`src/rtl/dff_bank_arbiter_pkg.sv`:
```
// dff_bank_arbiter_pkg: shared types and helpers for the DFF bank arbiter.
// Helpers work on an 8-bit request space, which covers every legal N (2..8).
package dff_bank_arbiter_pkg;

  typedef enum logic [1:0] {
    ST_IDLE    = 2'd0,
    ST_GRANT   = 2'd1,
    ST_RELEASE = 2'd2
  } state_e;

  localparam int MAX_REQ = 8;

  // First requester at or after ptr, wrapping at n; returns a one-hot winner
  // (all zeros when nothing is requesting).
  function automatic logic [MAX_REQ-1:0] rr_pick(input logic [MAX_REQ-1:0] req,
                                                 input logic [2:0] ptr,
                                                 input int n);
    logic [MAX_REQ-1:0] res;
    logic               found;
    logic [2:0]         sel;
    res   = '0;
    found = 1'b0;
    for (int k = 0; k < MAX_REQ; k++) begin
      sel = 3'((int'(ptr) + k) % n);
      if (k < n && !found && req[sel]) begin
        res[sel] = 1'b1;
        found    = 1'b1;
      end
    end
    return res;
  endfunction

  // Index of the set bit in a one-hot vector (0 when the vector is empty).
  function automatic logic [2:0] onehot_to_idx(input logic [MAX_REQ-1:0] oh);
    logic [2:0] idx;
    idx = '0;
    for (int k = 0; k < MAX_REQ; k++) begin
      if (oh[k]) idx = 3'(k);
    end
    return idx;
  endfunction

endpackage

```
`src/rtl/dff_bank_arbiter_reg.sv`:
```
// dff_bank_reg: W-bit D flip-flop bank with synchronous reset and load enable.
module dff_bank_reg #(
  parameter int W = 8
) (
  input  logic         Clk,
  input  logic         rst,
  input  logic         load,
  input  logic [W-1:0] d,
  output logic [W-1:0] Q
);

  logic [W-1:0] q_d, q_q;

  // Next bank value: take new data on load, otherwise hold.
  always_comb begin
    q_d = q_q;
    if (load) q_d = d;
  end

  // Bank storage; reset clears the contents and drops any pending load.
  always_ff @(posedge Clk) begin
    if (rst) q_q <= '0;
    else     q_q <= q_d;
  end

  assign Q = q_q;

endmodule

```
`src/rtl/dff_bank_arbiter.sv`:
```
// dff_bank_arbiter: round-robin owner arbitration for a shared DFF bank.
// Optional grant timeout is compiled in with DFF_BANK_ARBITER_TIMEOUT_EN.
module dff_bank_arbiter
  import dff_bank_arbiter_pkg::*;
#(
  parameter int N        = 4,
  parameter int W        = 8,
  parameter int MAX_HOLD = 16
) (
  input  logic           Clk,
  input  logic           rst,
  input  logic [N-1:0]   req,
  input  logic [N-1:0]   wr_en,
  input  logic [N*W-1:0] wr_data,
  output logic [N-1:0]   gnt,
  output logic [W-1:0]   Q,
  output logic           busy,
  output logic           timeout
);

  if (N < 2 || N > MAX_REQ) begin : g_bad_n
    $error("dff_bank_arbiter: N must be in 2..8");
  end
  if (MAX_HOLD < 1) begin : g_bad_hold
    $error("dff_bank_arbiter: MAX_HOLD must be at least 1");
  end

  state_e               state_q, state_d;
  logic [2:0]           ptr_q, ptr_d;
  logic [N-1:0]         gnt_q, gnt_d;
  logic [N-1:0]         req_eff;
  logic [MAX_REQ-1:0]   req_ext;
  logic [2:0]           win_idx;
  logic                 owner_req, owner_wr, bank_load;
  logic [W-1:0]         lane_sel [N];
  logic [W-1:0]         load_data;

`ifdef DFF_BANK_ARBITER_TIMEOUT_EN
  localparam int HOLD_W = $clog2(MAX_HOLD + 1);
  logic [HOLD_W-1:0] hold_q, hold_d;
  logic [N-1:0]      blocked_q, blocked_d;
  logic              timeout_q, timeout_d;
  logic              revoke;
  assign req_eff = req & ~blocked_q;
`else
  assign req_eff = req;
`endif

  // The grant register is one-hot on the owner, so it doubles as the owner mux select.
  assign owner_req = |(req & gnt_q);
  assign owner_wr  = |(wr_en & gnt_q);

  for (genvar gi = 0; gi < N; gi++) begin : g_lane
    assign lane_sel[gi] = gnt_q[gi] ? wr_data[gi*W +: W] : '0;
  end

  // OR-reduce the masked lanes to form the owner's write data.
  always_comb begin
    load_data = '0;
    for (int i = 0; i < N; i++) load_data = load_data | lane_sel[i];
  end

  // Widen the eligible requests into the helper's request space and pick a winner.
  always_comb begin
    req_ext          = '0;
    req_ext[N-1:0]   = req_eff;
    win_idx          = onehot_to_idx(rr_pick(req_ext, ptr_q, N));
  end

  // FSM next state, grant, pointer and bank load.
  always_comb begin
    state_d   = state_q;
    ptr_d     = ptr_q;
    gnt_d     = gnt_q;
    bank_load = 1'b0;
`ifdef DFF_BANK_ARBITER_TIMEOUT_EN
    hold_d    = hold_q;
    timeout_d = 1'b0;
    revoke    = 1'b0;
`endif
    case (state_q)
      ST_IDLE: begin
        gnt_d = '0;
        if (|req_eff) begin
          gnt_d   = N'(1) << win_idx;
          ptr_d   = 3'((int'(win_idx) + 1) % N);
          state_d = ST_GRANT;
`ifdef DFF_BANK_ARBITER_TIMEOUT_EN
          hold_d  = '0;
`endif
        end
      end
      ST_GRANT: begin
        // A write strobed on the releasing/revoking cycle still lands.
        bank_load = owner_wr;
        if (!owner_req) begin
          gnt_d   = '0;
          state_d = ST_RELEASE;
        end
`ifdef DFF_BANK_ARBITER_TIMEOUT_EN
        else if (hold_q == HOLD_W'(MAX_HOLD - 1)) begin
          gnt_d     = '0;
          timeout_d = 1'b1;
          revoke    = 1'b1;
          state_d   = ST_RELEASE;
        end else begin
          hold_d = hold_q + 1'b1;
        end
`endif
      end
      ST_RELEASE: begin
        gnt_d   = '0;
        state_d = ST_IDLE;
      end
      default: begin
        gnt_d   = '0;
        state_d = ST_IDLE;
      end
    endcase
  end

`ifdef DFF_BANK_ARBITER_TIMEOUT_EN
  // Revoked owner stays blocked until it lets its request drop.
  always_comb begin
    blocked_d = blocked_q & req;
    if (revoke) blocked_d = blocked_d | gnt_q;
  end

  // Timeout bookkeeping registers.
  always_ff @(posedge Clk) begin
    if (rst) begin
      hold_q    <= '0;
      blocked_q <= '0;
      timeout_q <= 1'b0;
    end else begin
      hold_q    <= hold_d;
      blocked_q <= blocked_d;
      timeout_q <= timeout_d;
    end
  end

  assign timeout = timeout_q;
`else
  assign timeout = 1'b0;
`endif

  // Arbiter state registers.
  always_ff @(posedge Clk) begin
    if (rst) begin
      state_q <= ST_IDLE;
      ptr_q   <= '0;
      gnt_q   <= '0;
    end else begin
      state_q <= state_d;
      ptr_q   <= ptr_d;
      gnt_q   <= gnt_d;
    end
  end

  dff_bank_reg #(.W(W)) u_bank (
    .Clk  (Clk),
    .rst  (rst),
    .load (bank_load),
    .d    (load_data),
    .Q    (Q)
  );

  assign gnt  = gnt_q;
  assign busy = (state_q != ST_IDLE);

endmodule

```
`config.mk`:
```
export PLATFORM = sky130hd
export DESIGN_NAME = dff_bank_arbiter
export DESIGN_NICKNAME = d
export VERILOG_FILES = /design/src/rtl/dff_bank_arbiter_pkg.sv /design/src/rtl/dff_bank_arbiter_reg.sv /design/src/rtl/dff_bank_arbiter.sv
export SDC_FILE = /design/constraint.sdc
export NUM_CORES = 1
export LEC_CHECK = 0
export CAP_MARGIN = 10
export CORE_MARGIN = 2
export CORE_UTILIZATION = 40
export CTS_BUF_LIST = sky130_fd_sc_hd__clkbuf_16
export DETAILED_ROUTE_END_ITERATION = 6
export GPL_TIMING_DRIVEN = 1
export MAX_ROUTING_LAYER = met4
export PLACE_DENSITY = 0.79
export SLEW_MARGIN = 20
export SYNTH_ARGS = -nofsm -noshare
export SYNTH_HDL_FRONTEND = slang
export SYNTH_SLANG_ARGS = --single-unit
export TNS_END_PERCENT = 50
```
`constraint.sdc`:
```
create_clock -name Clk -period 3.7 [get_ports Clk]
set_input_delay 0.74 -clock Clk [delete_from_list [all_inputs] [get_ports Clk]]
set_output_delay 0.74 -clock Clk [all_outputs]
set_load 0.01 [all_outputs]
```
After elaboration in Yosys (flattened, before gate mapping)

Index checks and enable logic that the tools add are counted.
W data, S select, Z words.

$add $sub $neg: 4
$lt $le $gt $ge: 8
Eq/ne operators: 3
Shift operators: 1
Multiplexer cells: 41
Bitwise gates (word level): 11
Reductions and logical operators: 20

Operators by type and width:

| operator              | count |
|---|---|
| $mux W8               | 7 |
| $or A8 B8 Y8          | 6 |
| $mux W3               | 6 |
| $mux W1               | 13 |
| $lt A3 B4 Y1 const B  | 3 |
| $mux W4               | 3 |
| $reduce_or A4 Y1      | 3 |
| $bmux W1 S3           | 3 |
| $demux W1 S3          | 3 |
| $ge A3 B1 Y1 const B  | 3 |
| $and A4 B4 Y4         | 2 |
| $pmux W4 S2           | 1 |
| $logic_and A1 B1 Y1   | 7 |
| $reduce_or A2 Y1      | 3 |
| $add A2 B1 Y2 const B | 2 |
| $add A2 B2 Y2 const B | 2 |
| $lt A2 B4 Y1 const B  | 1 |
| $mux W2               | 2 |
| $ne A2 B2 Y1 const B  | 2 |
| $pmux W2 S2           | 1 |
| $reduce_and A2 Y1     | 2 |
| $shl A1 B3 Y4 const A | 1 |
| $and A1 B1 Y1 const A | 3 |
| $logic_not A1 Y1      | 3 |
| other kinds (6)       | 6 |

Bits in registers: 16
Input bits: 42
Output and inout port bits: 14
Logic and storage cells: 92

Depth between registers and ports, before layout

Depth in word-level cells: 23
Mapped depth: 11
Depth with buffers taken out: 11

Modules after synthesis

From an unflattened synthesis, not the netlist that was laid out.

Cell total of the unflattened synthesis: 140
Area, all modules: 1179.9 µm²

Modules (own cells, without submodules):

| module           | instances | cells an instance | area each (µm²) | sequential area each (µm²) |
|---|---|---|---|---|
| dff_bank_arbiter | 1         | 114               | 894.6           | 160.2 |
| dff_bank_reg     | 1         | 26                | 285.3           | 160.2 |

Worst setup path before layout

No wires, ideal clock.

Path type: flip-flop to flip-flop
Start: reg ptr_q[0]
End: reg ptr_q[1]
Library setup time: 0.086 ns
Arrival time: 2.558 ns
Data required time: 3.614 ns
Setup slack: 1.057 ns
Cell stages (with the launch flop): 11
Buffers on the path: 0
Clock period less this slack: 2.643 ns
Cells stage by stage: dfxtp_1 inv_1 ha_1 mux4_2 nor2b_4 a22o_1 a211oi_1 nor2_1 or2_1 ha_1 a211oi_1

Word-level cells in the longest chain between the ends: 21
Elaborated cells between the ends (all ways): 61
Classes of those cells: add/sub (4); order compare (8); mux (30); bitwise (6); reduce/logical (13)

RTL lines:

| item                                                                        | RTL line                                               | text |
|---|---|---|
| from (decl)                                                                 | dff_bank_arbiter.sv:29                                 | `logic [2:0] ptr_q, ptr_d;` |
| from (signal assigned)                                                      | dff_bank_arbiter.sv:155                                | `ptr_q <= ptr_d;` |
| $add A2 B1 Y2                                                               | dff_bank_arbiter_pkg.sv:24                             | `sel = 3'((int'(ptr) + k) % n);` |
| $reduce_or A2 Y1 (no line)                                                  | -                                                      |  |
| $and A1 B1 Y1 (no line)                                                     | -                                                      |  |
| $lt A3 B4 Y1 (not written as such), or another cell as far along            | dff_bank_arbiter_pkg.sv:26                             | `res[sel] = 1'b1;` |
| $logic_and A1 B1 Y1 (not written as such) / $mux W1 (equally long branches) | dff_bank_arbiter_pkg.sv:26, dff_bank_arbiter_pkg.sv:25 |  |
| $mux W1 (not written as such) / $logic_and A1 B1 Y1 (equally long branches) | dff_bank_arbiter_pkg.sv:26, dff_bank_arbiter_pkg.sv:25 |  |
| $demux W1 S3 / $mux W1 (equally long branches)                              | dff_bank_arbiter_pkg.sv:26, dff_bank_arbiter_pkg.sv:25 |  |
| $or A8 B8 Y8 (no line) / $logic_not A1 Y1 (equally long branches)           | -                                                      |  |
| $mux W8 / $logic_and A1 B1 Y1 (equally long branches)                       | dff_bank_arbiter_pkg.sv:25                             | `if (k < n && !found && req[sel]) begin` |
| $or A8 B8 Y8 (no line) / $mux W1 (equally long branches)                    | -                                                      |  |
| $mux W8 / $logic_not A1 Y1 (equally long branches)                          | dff_bank_arbiter_pkg.sv:25                             |  |
| $or A8 B8 Y8 (no line) / $logic_and A1 B1 Y1 (equally long branches)        | -                                                      |  |
| $mux W8 *                                                                   | dff_bank_arbiter_pkg.sv:25                             |  |
| $mux W1                                                                     | dff_bank_arbiter_pkg.sv:38                             | `if (oh[k]) idx = 3'(k);` |
| $mux W3 (5 in series)                                                       | dff_bank_arbiter_pkg.sv:38                             |  |
| $mux W3 *                                                                   | dff_bank_arbiter_pkg.sv:38                             |  |
| $add A2 B1 Y2 *                                                             | dff_bank_arbiter.sv:86                                 | `ptr_d = 3'((int'(win_idx) + 1) % N);` |

Mark *: on every way between the ends. The rest lies on a longest branch, timed or not. The select of a mux whose other input is x is not followed.
A chain may end at the register's enable or synchronous reset.

Final worst setup path

Start: in req[2]
End: reg gnt_q[1] (netlist: gnt[1])

Word-level cells in the longest chain between the ends: 22
Elaborated cells between the ends (all ways): 38
Classes of those cells: eq/ne (1); shift (1); mux (24); bitwise (4); reduce/logical (8)

RTL lines:

| item                          | RTL line                   | text |
|---|---|---|
| from (decl)                   | dff_bank_arbiter.sv:12     | `input logic [N-1:0] req,` |
| $bmux W1 S2                   | dff_bank_arbiter_pkg.sv:25 |  |
| $mux W1 (not written as such) | dff_bank_arbiter_pkg.sv:25 |  |
| $mux W1                       | dff_bank_arbiter_pkg.sv:25 |  |
| $logic_not A1 Y1              | dff_bank_arbiter_pkg.sv:25 |  |
| $logic_and A1 B1 Y1           | dff_bank_arbiter_pkg.sv:25 |  |
| $mux W1                       | dff_bank_arbiter_pkg.sv:25 |  |
| $logic_not A1 Y1              | dff_bank_arbiter_pkg.sv:25 |  |
| $logic_and A1 B1 Y1           | dff_bank_arbiter_pkg.sv:25 |  |
| $mux W1                       | dff_bank_arbiter_pkg.sv:25 |  |
| $logic_not A1 Y1              | dff_bank_arbiter_pkg.sv:25 |  |
| $logic_and A1 B1 Y1           | dff_bank_arbiter_pkg.sv:25 |  |
| $mux W8                       | dff_bank_arbiter_pkg.sv:25 |  |
| $mux W1                       | dff_bank_arbiter_pkg.sv:38 |  |
| $mux W3 (6 in series)         | dff_bank_arbiter_pkg.sv:38 |  |
| $shl A1 B3 Y4                 | dff_bank_arbiter.sv:85     | `gnt_d = N'(1) << win_idx;` |
| $mux W4                       | dff_bank_arbiter.sv:84     | `if (\|req_eff) begin` |
| $pmux W4 S2                   | dff_bank_arbiter.sv:81     | `case (state_q)` |
| to (signal assigned)          | dff_bank_arbiter.sv:156    | `gnt_q <= gnt_d;` |
| to (decl)                     | dff_bank_arbiter.sv:30     | `logic [N-1:0] gnt_q, gnt_d;` |

Parallel ways exist; a longest one is shown, timed or not. The select of a mux whose other input is x is not followed.

==> summary.txt <==
Placement
  • Port Buf Inserts: 54
  • DPL Wire Length: 2.49 mm
  • Placer Congestion: 0.835
  • Dpl ws: 332 ps

Setup path
  • Crit-path cells: clkdlybuf4s50_1 > mux4_2 > nor2b_4 > a22o_1 > a211oi_1 > nor2_1 > or2_1 > ha_1 > a22oi_1 > nor2_1
  • Slowest Stage Delay on Critical Path: 580 ps
  • R2r setup slk: 710 ps
  • CP startpoint: req[2]
  • Critical Path End: gnt[1]$_SDFFE_PP0P_
  • R2r worst-path depth: 11
  • Worst path arrival time: 3240 ps
  • Critical path's slowest cell: mux4_2
  • CP top delay family: compound AO/OA/AOI/OAI gates
  • Crit end category: register
  • Reg2reg end: gnt[1]$_SDFFE_PP0P_
  • Crit start category: input pin
  • CP Data Required Time: 3800 ps
  • CP Buf/Inv Count: 1
  • Crit path top cell by count: nor2_1
  • Worst r2r src: ptr_q[0]$_SDFFE_PP0P_
  • Crit path max fanout: 9
  • Crit Path Category: input pin to register
  • Critical Path Stages: 10

Synth
  • Top-count cell post-synth: a22oi_1
  • Leading cell types by count after synthesis: 23 x a22oi_1, 18 x nor2_1, 16 x dfxtp_1
  • Cells after synthesis: 127
  • Synth cell types: 33
  • Largest cells by area after synthesis: dfxtp_1 29%, a22oi_1 16%, ha_1 9.0%
  • Sequential cell area fraction in the yosys report: 28.8%
  • Async set-reset flop share out of synthesis: 0%
  • Post-synthesis cell area: 1110 sq um
  • Mapped Avg Cell Area: 8.76 sq um
  • Area leader, netlist: dfxtp_1
  • Synth Register Bits: 16
  • EDFF count, synth: 0
  • Syn_nets: 177
  • Synth top area share: 28.8%
  • Synthesis warning total: 0
  • Synth Flop Type: dfxtp_1

Cells and area
  • Nets: 229
  • Layout cells sized above 1: 6.78%
  • P&R area growth vs syn: 56.5%
  • Antenna cells: 0

Timing
  • Final count of negative-setup-slack endpoints: 0
  • Crit share post-route: 84.8%
  • Setup ws final: 561 ps
  • Fmax: 319 MHz
  • Min Tclk post-route: 3140 ps
  • Final Max Slew Viols: 0
  • Final Skew: 1.38 ps
  • Setup tns final: 0 ps
  • Final Hold Vio Count: 0
  • RSZ-0062 raised after global routing: false
  • Worst Max-Slew Pin Slew: 656 ps
  • Slew headroom: 56.1%

Clock tree
  • CTS tree: done
  • Root Driver: clkbuf_16
  • Hold_buf cts: 0
  • CTS resizes: 0
  • Clock Sinks: 16
  • Worst-Skew Late Latency: 240 ps
  • Clock Path Buffers: 2
  • Post-CTS setup buffer count: 0
  • CTS H-tree lvls: 1
  • Clock slew at reported path FFs: 50 ps
  • Cts bufs inserted: 3

Floorplan
  • Initial Utilization: 41.4%
  • Cell row count: 19
  • Chip width: 56.7 microns
  • Total core area: 2690 sq um
  • Full die area: 3220 sq um
  • Die H: 56.7 microns
  • IO Pins: 56

Pwr
  • Power Total: 1.05 mW
  • Internal power: 0.645 mW
  • NetSw: 0.401 mW
  • Pleak: 0.616 nW
  • Power Density: 601 nW/um^2
  • Sw frac: 38.3%
  • Share of power burned in registers: 29.0%
  • Clock share of power: 19.6%
  • Combinational share of power: 51.4%
  • Peak VDD IR: 0.000516 V

Global route
  • Largest net degree at the start of global routing: 18
  • Total congestion overflow: 0
  • Vias in the first global route: 1150
  • First-pass GRT wire length: 5.46 mm
  • GR Util All Layers: 22.2%
  • Antenna violations before repair: 0

Drt
  • Post-route DRC violation count: 0
  • TritonRoute pass-1 iters: 4
  • Final ANT Viol Nets: 0
  • Vias: 1254
  • Avg WL per Cell: 16.4 microns
  • DR iter-0 viols: 34
  • Via density: 6.03
  • Routed wire length: 3.42 mm

Status
  • Outcome: completed

Hold path
  • Hold Crit Class: register to register

Job
  • Max Cap Viol: 0
-- power by group through the flow --
| stage | Combinational [mW] | Clock, mW | Sequential, mW |
|---|---|---|---|
| 6_report | 0.537 | 0.205 | 0.304 |
| 4_1_cts | 0.536 | 0.210 | 0.304 |
| 5_1_grt | 0.595 | 0.220 | 0.311 |
| 3_5_place_dp | 0.531 | 0 | 0.306 |
| 3_3_place_gp | 0.510 | 0 | 0.303 |
| 2_1_floorplan | 0.367 | 0 | 0.270 |
-- cell families after synthesis --
family                     count (synthesis)  synth area share (%)
other                                      1                 0.337
buffers and inverters                     13                  4.73
muxes                                      3                  6.07
adders and majority gates                  8                  9.00
DFF                                       16                  28.8
AOI/OAI and AO/OA                         45                  31.2
and+or+nand+nor                           41                  19.9
-- per-stage QoR --
step                utilization, %  std cells  area (sq um)  hold slack [ps]
finish                        64.8        208          1740              493
global route                  64.8        208          1740              523
CTS                           64.8        208          1740              498
detailed placement            62.0        205          1670              492
global placement              62.0        205          1670              485
floorplan                        -        127          1110              474
-- worst register-to-register path, stage by stage, from the launching register on --
cell      delay (ps)
dfxtp_1          500
inv_1            200
ha_1             400
mux4_2           370
nor2b_4          160
a22o_1           170
a211oi_1         240
nor2_1           130
or2_1            220
ha_1             190
a22oi_1          190
nor2_1            70
-- worst min path at each step --
stage	startpoint	end	slack, ps	cells past startpoint
6_report	u_bank.Q[3]$_SDFFE_PP0P_	u_bank.Q[3]$_SDFFE_PP0P_	490	2
5_1_grt	u_bank.Q[5]$_SDFFE_PP0P_	u_bank.Q[5]$_SDFFE_PP0P_	520	2
4_1_cts	u_bank.Q[3]$_SDFFE_PP0P_	u_bank.Q[3]$_SDFFE_PP0P_	500	2
3_5_place_dp	u_bank.Q[7]$_SDFFE_PP0P_	u_bank.Q[7]$_SDFFE_PP0P_	490	2
3_3_place_gp	u_bank.Q[2]$_SDFFE_PP0P_	u_bank.Q[2]$_SDFFE_PP0P_	490	2
2_1_floorplan	state_q[0]$_SDFFE_PP0P_	state_q[1]$_SDFFE_PP0P_	470	2
-- layer usage --
| metal | share of wire, % | vias to the layer above | track usage (%) |
|---|---|---|---|
| met5 | 0 | - | - |
| met4 | 0.61 | 0 | 3.65 |
| met3 | 7.1 | 4 | 5.99 |
| met2 | 52 | 55 | 39.2 |
| met1 | 40 | 606 | 25.6 |
| li1 | - | 589 | - |
-- registers in the layout (all words and copies together), names as in the netlist --
register and cells:
u_bank.Q 8, ptr_q 2, state_q 2, gnt 4
-- cell usage in the layout (no fill, tap or decap), drive strengths merged --
| master | instances |
|---|---|
| buf | 1 |
| a21oi | 3 |
| nor2b | 2 |
| a211oi | 2 |
| nand2 | 3 |
| inv | 5 |
| a221o | 2 |
| clkdlybuf4s50 | 54 |
| a22oi | 23 |
| nor3b | 2 |
| or2 | 2 |
| or3 | 1 |
| nor3 | 3 |
| nand2b | 6 |
| a32o | 1 |
| o21ai | 2 |
| a311oi | 8 |
| o31ai | 2 |
| and3b | 2 |
| nor2 | 19 |
| o32ai | 1 |
| a22o | 1 |
| nor4 | 1 |
| clkbuf | 3 |
| mux4 | 3 |
| ha | 8 |
| dfxtp | 16 |
| conb | 1 |
-- cell type report --
cell class	instances	area [sq um]
clock buffer	3	75.1
fill	230	946
inverter	5	18.8
multi-input combinational	98	739
sequential	16	320
tap	31	38.8
timing repair buffer	55	548
Power figures use the tool's default switching activity.
